==> src/rtl/cache_ctrl.sv <==
// Four-way set-associative cache controller: write-through, no write-allocate, oldest-way victim on fill.
// Define CACHE_CTRL_TIMEOUT_EN to bound the memory wait to TIMEOUT_CYCLES cycles.
module cache_ctrl #(
    parameter int TIMEOUT_CYCLES = 16
) (
    input  logic        clk,
    input  logic        rst,
    input  logic        cpu_req,
    input  logic        cpu_we,
    input  logic [31:0] cpu_addr,
    input  logic [7:0]  cpu_wdata,
    output logic [7:0]  cpu_rdata,
    output logic        cpu_done,
    output logic        cpu_err,
    output logic [31:0] set_addr,
    output logic        set_try_read,
    output logic        set_try_write,
    output logic [7:0]  set_write_data,
    output logic [3:0]  set_fill_way,
    output logic [3:0]  set_reset_age,
    output logic [3:0]  set_increment_age,
    input  logic [7:0]  set_data,
    input  logic [7:0]  set_ages,
    input  logic        set_hit,
    input  logic [3:0]  set_hit_way,
    output logic        mem_req,
    output logic        mem_we,
    output logic [31:0] mem_addr,
    output logic [7:0]  mem_wdata,
    input  logic        mem_ack,
    input  logic [7:0]  mem_rdata
);

    typedef enum logic [2:0] {
        IDLE,
        LOOKUP,
        COMPARE,
        MEM_WAIT,
        FILL,
        DONE
    } state_t;

    if (TIMEOUT_CYCLES < 1) begin : g_bad_timeout
        $error("cache_ctrl: TIMEOUT_CYCLES must be at least 1");
    end

    state_t      r_state;
    logic        r_we;
    logic [31:0] r_addr;
    logic [7:0]  r_wdata;
    logic [3:0]  r_victim;
    logic [7:0]  r_cpu_rdata;
    logic        r_cpu_done;
    logic        r_set_try_read;
    logic        r_mem_req;
    logic        r_fill;

`ifdef CACHE_CTRL_TIMEOUT_EN
    localparam int WD_W = $clog2(TIMEOUT_CYCLES + 1);
    localparam logic [WD_W-1:0] WD_LAST = WD_W'(TIMEOUT_CYCLES - 1);
    logic [WD_W-1:0] r_wd_cnt;
    logic            r_cpu_err;
`endif

    // Oldest way wins; strict '>' keeps the lowest index on ties.
    logic [3:0] w_victim;
    logic [1:0] w_best_age;
    always_comb begin
        w_victim   = 4'b0001;
        w_best_age = set_ages[1:0];
        for (int i = 1; i < 4; i++) begin
            if (set_ages[2*i +: 2] > w_best_age) begin
                w_best_age = set_ages[2*i +: 2];
                w_victim   = 4'b0001 << i;
            end
        end
    end

    // Hit-dependent strokes in COMPARE follow set_hit within the same cycle.
    logic w_cmp;
    logic w_cmp_hit;
    logic w_cmp_wr;
    assign w_cmp     = (r_state == COMPARE);
    assign w_cmp_hit = w_cmp && set_hit;
    assign w_cmp_wr  = w_cmp_hit && r_we;

    assign set_addr          = ((r_state == LOOKUP) || w_cmp || r_fill) ? r_addr : 32'd0;
    assign set_try_read      = r_set_try_read;
    assign set_try_write     = w_cmp_wr | r_fill;
    assign set_write_data    = w_cmp_wr ? r_wdata : (r_fill ? r_cpu_rdata : 8'd0);
    assign set_fill_way      = r_fill ? r_victim : 4'd0;
    assign set_reset_age     = w_cmp_hit ? set_hit_way : (r_fill ? r_victim : 4'd0);
    assign set_increment_age = w_cmp_hit ? ~set_hit_way : (r_fill ? ~r_victim : 4'd0);

    assign mem_req   = r_mem_req;
    assign mem_we    = r_mem_req & r_we;
    assign mem_addr  = r_mem_req ? r_addr : 32'd0;
    assign mem_wdata = r_mem_req ? r_wdata : 8'd0;

    assign cpu_rdata = r_cpu_rdata;
    assign cpu_done  = r_cpu_done;
`ifdef CACHE_CTRL_TIMEOUT_EN
    assign cpu_err   = r_cpu_err;
`else
    assign cpu_err   = 1'b0;
`endif

    always_ff @(posedge clk) begin
        if (rst) begin
            r_state        <= IDLE;
            r_we           <= 1'b0;
            r_addr         <= 32'd0;
            r_wdata        <= 8'd0;
            r_victim       <= 4'd0;
            r_cpu_rdata    <= 8'd0;
            r_cpu_done     <= 1'b0;
            r_set_try_read <= 1'b0;
            r_mem_req      <= 1'b0;
            r_fill         <= 1'b0;
`ifdef CACHE_CTRL_TIMEOUT_EN
            r_wd_cnt       <= '0;
            r_cpu_err      <= 1'b0;
`endif
        end else begin
            r_set_try_read <= 1'b0;
            r_fill         <= 1'b0;
            r_cpu_done     <= 1'b0;
`ifdef CACHE_CTRL_TIMEOUT_EN
            r_cpu_err      <= 1'b0;
`endif
            case (r_state)
                IDLE: begin
                    if (cpu_req) begin
                        r_we           <= cpu_we;
                        r_addr         <= cpu_addr;
                        r_wdata        <= cpu_wdata;
                        r_set_try_read <= 1'b1;
                        r_state        <= LOOKUP;
                    end
                end
                LOOKUP: r_state <= COMPARE;
                COMPARE: begin
                    if (!r_we && set_hit) begin
                        r_cpu_rdata <= set_data;
                        r_cpu_done  <= 1'b1;
                        r_state     <= DONE;
                    end else begin
                        if (!r_we) begin
                            r_victim <= w_victim;
                        end
                        r_mem_req <= 1'b1;
                        r_state   <= MEM_WAIT;
                    end
                end
                MEM_WAIT: begin
                    if (mem_ack) begin
                        r_mem_req <= 1'b0;
`ifdef CACHE_CTRL_TIMEOUT_EN
                        r_wd_cnt  <= '0;
`endif
                        if (r_we) begin
                            r_cpu_done <= 1'b1;
                            r_state    <= DONE;
                        end else begin
                            r_cpu_rdata <= mem_rdata;
                            r_fill      <= 1'b1;
                            r_state     <= FILL;
                        end
                    end
`ifdef CACHE_CTRL_TIMEOUT_EN
                    else if (r_wd_cnt == WD_LAST) begin
                        // Give up on memory: no fill, report the error with zero data.
                        r_mem_req   <= 1'b0;
                        r_wd_cnt    <= '0;
                        r_cpu_rdata <= 8'd0;
                        r_cpu_err   <= 1'b1;
                        r_cpu_done  <= 1'b1;
                        r_state     <= DONE;
                    end else begin
                        r_wd_cnt <= r_wd_cnt + 1'b1;
                    end
`endif
                end
                FILL: begin
                    r_cpu_done <= 1'b1;
                    r_state    <= DONE;
                end
                DONE:    r_state <= IDLE;
                default: r_state <= IDLE;
            endcase
        end
    end

endmodule
==> config.mk <==
export PLATFORM = sky130hd
export DESIGN_NAME = cache_ctrl
export DESIGN_NICKNAME = d
export VERILOG_FILES = /design/src/rtl/cache_ctrl.sv
export SDC_FILE = /design/constraint.sdc
export NUM_CORES = 1
export LEC_CHECK = 0
export ABC_AREA = 1
export BUFFER_PORTS_ARGS = -buffer_cell sky130_fd_sc_hd__buf_2
export CORE_MARGIN = 5
export CORE_UTILIZATION = 47
export CTS_BUF_LIST = sky130_fd_sc_hd__clkbuf_8
export DETAILED_ROUTE_END_ITERATION = 8
export PLACE_DENSITY = 0.82
export SYNTH_ARGS = -nofsm -noshare
export SYNTH_HDL_FRONTEND = slang
export SYNTH_SLANG_ARGS = --single-unit
==> constraint.sdc <==
create_clock -name clk -period 5.4 [get_ports clk]
set_input_delay 1.08 -clock clk [delete_from_list [all_inputs] [get_ports clk]]
set_output_delay 1.08 -clock clk [all_outputs]
set_load 0.01 [all_outputs]
==> flow_summary.json, run 1 <==
{
  "final_cell_mix": "buf_2, inv_1, nand2_1",
  "slew_headroom": 0.257,
  "clock-sinks": 60,
  "grt_usage": 0.204,
  "first_pass_iters": 4,
  "final_common_cell": "buf_2",
  "worstPathRequired_ps": 4320,
  "worst_pin_slew_ps": 1110,
  "max_freq_ghz": 0.284,
  "wl_per_cell_um": 11.8,
  "cts_buffers": 9,
  "ys.flop_type": "dfxtp_1",
  "criticalPathCategory": "reg -> out",
  "post_cts.repair.setup_buffers": 0,
  "synth_cells": 553,
  "synthArstFlopShare": 0,
  "fin_setup_tns_ps": 0,
  "ioPinCount": 180,
  "hold_path_class": "reg -> reg",
  "powerDensity_nw_per_um2": 292,
  "run_status": "completed",
  "htreeDepth": 3,
  "cts_buffer_depth": 2,
  "drt_iter0_markers": 145,
  "fin_worst_skew_ps": 9.55,
  "synth-seq-cells": 60,
  "cp-start-kind": "flop",
  "end_kind": "primary output",
  "wl_um": 9650,
  "slew_violations": 0,
  "die_area_um2": 9240,
  "areaGrowthSynthToFinish_pct": 30.2,
  "grt_pass1_wl_um": 15100,
  "nets": 797,
  "overflow": 0,
  "syn-cell-area_um2": 3490,
  "yosys.area.top_type": "dfxtp_1",
  "total_power_mw": 1.33,
  "synth_area_per_cell_um2": 6.31,
  "timing.max_cap.violations": 0,
  "root_buffer": "clkbuf_8",
  "p_leak_nw": 2.94,
  "yosysSeqAreaShare": 0.344,
  "io_buffers": 178,
  "num_vias": 3820,
  "path_max_fanout": 32,
  "yosys.area.top_type_share": 0.344,
  "drive_above_1_share": 0.292,
  "startpoint": "r_fill$_SDFF_PP0_",
  "grt_max_degree": 84,
  "core_area_um2": 7250,
  "worstReg2RegStart": "r_state[1]$_SDFFE_PP0P_",
  "clk_latency_ps": 320,
  "dpl_worst_slack_ps": 1730,
  "ctsHoldBuffers": 0,
  "grt_pass1_vias": 3507,
  "post-route-min-period_ps": 3520,
  "ys_types": 27,
  "synth_nets": 635,
  "arrival_ps": 2440,
  "hold_violations": 0,
  "setup_viol": 0,
  "synth.yosys.warnings": 0,
  "layout_setup_ws_ps": 1880,
  "ctsResizeCount": 0,
  "clkSlewWorstSetupHoldPaths_ps": 60,
  "initial_core_util": 0.481,
  "drcViolationCount": 0,
  "synth_edf_count": 0,
  "hpwlAfterDp_um": 7500,
  "placed_area_um2": 4310,
  "tritoncts": "yes",
  "place_congestion": 0.824,
  "rsz0062_at_grt": "false",
  "die_y_um": 96.2,
  "ant_nets": 0,
  "finalInstanceArea_um2": 4540,
  "max-vdd-ir-drop_v": 0.000174,
  "n_antenna_cell": 0,
  "holdWs_ps": 461,
  "antenna_found_initial": 0,
  "via_per_inst": 4.66,
  "period_share": 0.651,
  "hp-start": "r_addr[18]$_SDFFE_PP0P_",
  "synthTopCellsByArea": "dfxtp_1, inv_1, nand2_1, a21oi_1, o21ai_0",
  "die_w_um": 96.2,
  "rows": 31
}
[logic make-up after synthesis]
logic type,synth area share
and+or+nand+nor,0.233
buffers and inverters,0.214
AOI/OAI and AO/OA,0.179
DFF,0.344
adders and majority gates,0.0287
other,0.00108
[flip-flops by register name, summed over array words and instances, names as in the netlist, 3 cells and up]
name,cells
r_addr,32
cpu_rdata,8
r_victim,4
r_state,3
r_wdata,8
[cells in the mapped netlist (3+ instances only)]
master / instances
buf_4: 4
buf_2: 3
o21a_1: 3
buf_6: 11
nand3_1: 23
dfxtp_1: 60
o21ai_1: 9
clkbuf_1: 10
o21ai_0: 51
o21bai_1: 3
nand2_1: 134
nand2_2: 4
a21oi_1: 53
inv_1: 141
nor2_1: 21
ha_1: 8
[critical path: stages (launching register included)]
cell and delay, ps:
dfxtp_1 640, inv_1 220, nand3_1 870, nand2_1 130, inv_1 100, buf_2 130
[cell type report]
cell class / count / area (µm²)
fillers: 695 / 2710
multi-input cells: 321 / 1540
flip-flops and latches: 60 / 1200
repair buffers: 180 / 906
inverters: 143 / 537
clock buffers: 11 / 151
well taps: 99 / 124
clock inverters: 5 / 83.8
[metal layers]
| metal | GRT usage | vias to the layer above | wire length, µm |
|---|---|---|---|
| met5 | 0 | - | 0 |
| met1 | 0.229 | 1665 | 3930 |
| met4 | 0.0592 | 0 | 118 |
| li1 | - | 1981 | - |
| met2 | 0.368 | 157 | 4730 |
| met3 | 0.0625 | 17 | 862 |
[power breakdown]
group	switching, mW	total (mW)	leakage [nW]	internal, mW
Sequential	0.0453	0.545	0.494	0.500
Clock	0.175	0.461	0.112	0.286
Combinational	0.205	0.322	2.33	0.117
Total	0.426	1.33	2.94	0.903
[stage by stage]
stage | util | std cells
final | 0.626 | 819
after global routing | 0.626 | 819
after CTS | 0.626 | 819
after detailed placement | 0.594 | 803
after global placement | 0.594 | 803
after floorplan | - | 553
[worst paths after layout]
kind | endpoint | slack [ps] | cells after the start
setup / recovery | set_addr[5] | 1880 | 5
hold / removal | r_addr[18]$_SDFFE_PP0P_ | 460 | 2
setup reg to reg | r_wdata[4]$_SDFFE_PP0P_ | 3700 | 5
hold reg to reg | r_addr[18]$_SDFFE_PP0P_ | 460 | 2
(Power assumes the default switching activity.)
==> run 2: changes to the inputs <==
==> constraint.sdc (replaced) <==
create_clock -name clk -period 3.3 [get_ports clk]
set_input_delay 0.66 -clock clk [delete_from_list [all_inputs] [get_ports clk]]
set_output_delay 0.66 -clock clk [all_outputs]
set_load 0.01 [all_outputs]
==> run 2 against run 1 <==
  * Sequential cell count is the same
  * Wire length shrank 1.5%
  * Hold slack lost 3.8 ps
  * Critical endpoint is now r_victim[2]$_SDFFE_PP0P_
  * Final area shrank 1.1%
  * Global-route usage shrank 0.42 points
  * Critical path depth grew 14
  * Sequential power grew 64%
  * Combinational power grew 65%
  * Final cell count is the same
  * Critical path type is now in -> reg
==> flow_summary.json, run 2 (synthesis results as in run 1) <==
{
  "run_status": "completed",
  "nets": 800,
  "ff2ff_setup_slack_ps": 1320,
  "rows": 31,
  "hp-start": "r_addr[19]$_SDFFE_PP0P_",
  "htreeDepth": 3,
  "top_register": "r_addr",
  "fin_setup_tns_ps": 0,
  "slew_violations": 0,
  "wl_per_cell_um": 11.6,
  "ant_nets": 0,
  "r2r_cells": 5,
  "ioPinCount": 180,
  "min_path_cells": 2,
  "setup_viol": 0,
  "worstReg2RegStart": "r_state[1]$_SDFFE_PP0P_",
  "first_pass_iters": 4,
  "die_area_um2": 9240,
  "grt_pass1_wl_um": 14900,
  "r2r_end": "r_addr[23]$_SDFFE_PP0P_",
  "post-route-min-period_ps": 2900,
  "n_antenna_cell": 0,
  "worst_pin_slew_ps": 653,
  "io_buffers": 178,
  "grt_usage": 0.200,
  "hpwlAfterDp_um": 7560,
  "hold_path_class": "reg -> reg",
  "largest_register_ffs": 32,
  "grt_pass1_vias": 3457,
  "cp-start-kind": "input pin",
  "period_share": 0.879,
  "rsz0062_at_grt": "false",
  "clk_latency_ps": 320,
  "drcViolationCount": 0,
  "antenna_found_initial": 0,
  "worstPathRequired_ps": 3500,
  "overflow": 0,
  "areaGrowthSynthToFinish_pct": 28.8,
  "slew_headroom": 0.564,
  "path_max_fanout": 4,
  "hold_end": "r_addr[19]$_SDFFE_PP0P_",
  "clock-sinks": 60,
  "clkSlewWorstSetupHoldPaths_ps": 60,
  "fin_worst_skew_ps": 5.33,
  "ctsHoldBuffers": 0,
  "die_y_um": 96.2,
  "powerDensity_nw_per_um2": 442,
  "drt_iter0_markers": 132,
  "grt_max_degree": 42,
  "final_cell_mix": "buf_2, inv_1, nand2_1",
  "post_cts.repair.setup_buffers": 0,
  "die_w_um": 96.2,
  "place_congestion": 0.855,
  "max_freq_ghz": 0.345,
  "cts_buffer_depth": 2,
  "fin_util": 0.620,
  "criticalPathCategory": "in -> reg",
  "wl_um": 9510,
  "end_kind": "flop",
  "hold_violations": 0,
  "ctsResizeCount": 0,
  "tritoncts": "yes",
  "max-vdd-ir-drop_v": 0.000226,
  "via_per_inst": 4.62,
  "timing.max_cap.violations": 0,
  "initial_core_util": 0.481,
  "drive_above_1_share": 0.292,
  "p_leak_nw": 2.92,
  "arrival_ps": 3100,
  "root_buffer": "clkbuf_8",
  "num_vias": 3785,
  "core_area_um2": 7250,
  "final_common_cell": "buf_2",
  "cts_buffers": 9
}
-- run 2: per-stage QoR --
stage	power, mW	worst slack [ps]	hold slack [ps]	cells	instance area, µm²
floorplan	1.29	417	437	553	3490
global placement	1.42	183	444	806	4330
detailed placement	1.44	86.4	449	806	4330
CTS	2.00	429	459	819	4490
global route	2.12	50.8	483	819	4490
finish	1.99	400	457	819	4490
-- run 2: where the power goes --
part	switching, mW	leakage (nW)	total, mW	internal [mW]
sequential	0.0734	0.494	0.892	0.818
combinational	0.334	2.35	0.532	0.198
clock	0.262	0.0831	0.562	0.300
total	0.670	2.92	1.99	1.32
-- run 2: critical path: stages --
cell,delay (ps)
buf_2,70
inv_1,50
ha_1,310
o21bai_1,120
nand2_1,110
o21ai_0,200
inv_1,70
ha_1,260
inv_1,60
nor2_1,50
nor2_1,210
nand2_1,80
o21ai_0,90
ha_1,260
nand2_1,80
a21boi_0,220
nor2_2,80
nand2_1,70
a21oi_1,60
-- run 2: per-layer routing --
metal  routed length, µm  share of wire  vias to the layer above  GRT usage
li1                    -              -                     1987          -
met4                 133          0.014                        0     0.0545
met2                4640           0.49                      146      0.364
met1                3870           0.41                     1637      0.230
met5                   0              0                        -          0
met3                 869          0.091                       15     0.0500
-- run 2: worst max-delay path by stage --
stage	slack [ps]	end	startpoint
3_5_place_dp	90	r_victim[2]$_SDFFE_PP0P_	set_ages[1]
3_3_place_gp	180	r_victim[2]$_SDFFE_PP0P_	set_ages[1]
6_report	400	r_victim[2]$_SDFFE_PP0P_	set_ages[1]
2_1_floorplan	420	r_victim[2]$_SDFFE_PP0P_	set_ages[1]
5_1_grt	50	r_victim[2]$_SDFFE_PP0P_	set_ages[1]
4_1_cts	430	r_victim[2]$_SDFFE_PP0P_	set_ages[1]
-- run 2: area by class of cell --
cell class / count / area, µm²
clock buffer: 11 / 151
clock inverter: 2 / 12.5
timing repair buffer: 183 / 928
tap: 99 / 124
inverter: 143 / 537
fill: 673 / 2760
multi-input combinational: 321 / 1540
sequential: 60 / 1200
==> run 3: changes to the inputs <==
==> constraint.sdc (replaced) <==
create_clock -name clk -period 3.6 [get_ports clk]
set_input_delay 0.72 -clock clk [delete_from_list [all_inputs] [get_ports clk]]
set_output_delay 0.72 -clock clk [all_outputs]
set_load 0.01 [all_outputs]
==> run 3 against run 2 <==
  * Die area stayed put
  * Total power grew 0.91%
  * Non-clock buffer count decreased by 2
  * Count of clock-buffer cells in the layout grew 1
  * First-iteration DRC count shrank 11%
==> flow_summary.json, run 3 (synthesis results as in run 1) <==
{
  "n_antenna_cell": 0,
  "largest_register_ffs": 32,
  "top_register": "r_addr",
  "areaGrowthSynthToFinish_pct": 30.5,
  "slew_violations": 0,
  "cpMaxStageDelayCell": "ha_1",
  "fin_setup_tns_ps": 0,
  "wl_um": 9580,
  "worst_pin_slew_ps": 1100,
  "num_vias": 3806,
  "hold_end": "r_addr[14]$_SDFFE_PP0P_",
  "internal_power_mw": 1.37,
  "htreeDepth": 3,
  "grt_usage": 0.200,
  "cts_buffer_depth": 2,
  "multiInputGateArea_um2": 1540,
  "grt_pass1_wl_um": 14900,
  "fin_worst_skew_ps": 11.0,
  "cp-start-kind": "input pin",
  "rows": 31,
  "fin_util": 0.628,
  "nets": 798,
  "path_max_fanout": 4,
  "r2r_end": "r_wdata[2]$_SDFFE_PP0P_",
  "power_frac_seq": 0.408,
  "wl_per_cell_um": 11.7,
  "drcViolationCount": 0,
  "path_buf_inv": 4,
  "final_common_cell": "buf_2",
  "timing.max_cap.violations": 0,
  "max_freq_ghz": 0.332,
  "tritoncts": "yes",
  "post_cts.repair.setup_buffers": 0,
  "ctsHoldBuffers": 0,
  "via_per_inst": 4.64,
  "hpwlAfterDp_um": 7420,
  "holdWs_ps": 462,
  "hold_violations": 0,
  "first_pass_iters": 4,
  "rsz0062_at_grt": "false",
  "crit_chain": "buf_2 > inv_1 > ha_1 > o21bai_1 > nand2_1 > o21ai_0 > inv_1 > ha_1 > inv_1 > nor2_1 > nor2_1 > o21ai_0 > ha_1 > nand2_1 > a21boi_0 > nor2_2 > nand2_1 > a21oi_1",
  "cts_buffers": 9,
  "hp-start": "r_addr[14]$_SDFFE_PP0P_",
  "root_buffer": "clkbuf_8",
  "ant_nets": 0,
  "powerDensity_nw_per_um2": 440,
  "ctsResizeCount": 0,
  "worstPathRequired_ps": 3800,
  "clock-sinks": 60,
  "overflow": 0,
  "p_comb_frac": 0.243,
  "hold_path_class": "reg -> reg",
  "cp_top_family": "adder cells",
  "post-route-min-period_ps": 3010,
  "slew_headroom": 0.268,
  "drt_iter0_markers": 118,
  "grt_max_degree": 51,
  "clk_latency_ps": 330,
  "worstReg2RegStart": "r_state[1]$_SDFFE_PP0P_",
  "end_kind": "flop",
  "grt_pass1_vias": 3442,
  "core_area_um2": 7250,
  "min_path_cells": 2,
  "die_y_um": 96.2,
  "criticalPathCategory": "in -> reg",
  "ioPinCount": 180,
  "period_share": 0.837,
  "drive_above_1_share": 0.291,
  "power.switching_mw": 0.630,
  "setup_viol": 0,
  "cpPeakStageDelay_ps": 310,
  "die_w_um": 96.2,
  "place_congestion": 0.857,
  "final_cell_mix": "buf_2, inv_1, nand2_1",
  "seq_area_um2": 1200,
  "swShare": 0.315,
  "max-vdd-ir-drop_v": 0.000330,
  "clkSlewWorstSetupHoldPaths_ps": 60,
  "run_status": "completed",
  "initial_core_util": 0.481,
  "nFillCells": 669,
  "r2r_cells": 5,
  "die_area_um2": 9240,
  "p_clk_frac": 0.349,
  "startpoint": "set_ages[1]",
  "io_buffers": 178,
  "arrival_ps": 3210,
  "p_leak_nw": 2.95,
  "ff2ff_setup_slack_ps": 1420,
  "antenna_found_initial": 0
}
## run 3: area by class of cell
type                            count  share of cell area
Clock inverter                      4              0.0157
Clock buffer                       12              0.0363
Inverter                          143               0.118
Sequential cell                    60               0.264
Timing Repair Buffer              181               0.201
Multi-Input combinational cell    321               0.338
Tap cell                           99              0.0272
## run 3: stage by stage
step | worst slack (ps) | total power [mW] | instances | instance area [µm²]
final | 588 | 2.00 | 820 | 4550
after global routing | 342 | 2.13 | 820 | 4550
after CTS | 649 | 2.02 | 820 | 4550
after detailed placement | 300 | 1.32 | 804 | 4320
after global placement | 425 | 1.30 | 804 | 4320
after floorplan | 657 | 1.19 | 553 | 3490
## run 3: worst max-delay path by stage
stage	endpoint	slack, ps	depth (start not counted)
4_1_cts	r_victim[2]$_SDFFE_PP0P_	650	18
2_1_floorplan	r_victim[2]$_SDFFE_PP0P_	660	17
3_5_place_dp	r_victim[2]$_SDFFE_PP0P_	300	18
3_3_place_gp	r_victim[2]$_SDFFE_PP0P_	430	18
6_report	r_victim[2]$_SDFFE_PP0P_	590	18
5_1_grt	r_victim[1]$_SDFFE_PP0P_	340	18
## run 3: power by group through the flow
| stage | combinational, mW | sequential, mW | clock, mW |
|---|---|---|---|
| after floorplan | 0.369 | 0.817 | 0 |
| after global placement | 0.473 | 0.826 | 0 |
| after detailed placement | 0.488 | 0.830 | 0 |
| after CTS | 0.490 | 0.815 | 0.715 |
| after global routing | 0.557 | 0.830 | 0.748 |
| final | 0.487 | 0.817 | 0.700 |
## run 3: worst register-to-register path, delay by kind of cell (launching register included)
family | cells | cell delay, ps
simple gates | 2 | 900
flops | 1 | 380
buf+inv | 1 | 520
compound gates | 2 | 270
## run 3: routing by layer
metal	up-vias	global-route usage	wire (µm)
li1	1980	-	-
met1	1661	0.230	3950
met2	156	0.359	4610
met3	9	0.0649	954
met4	0	0.0427	74
met5	-	0	0
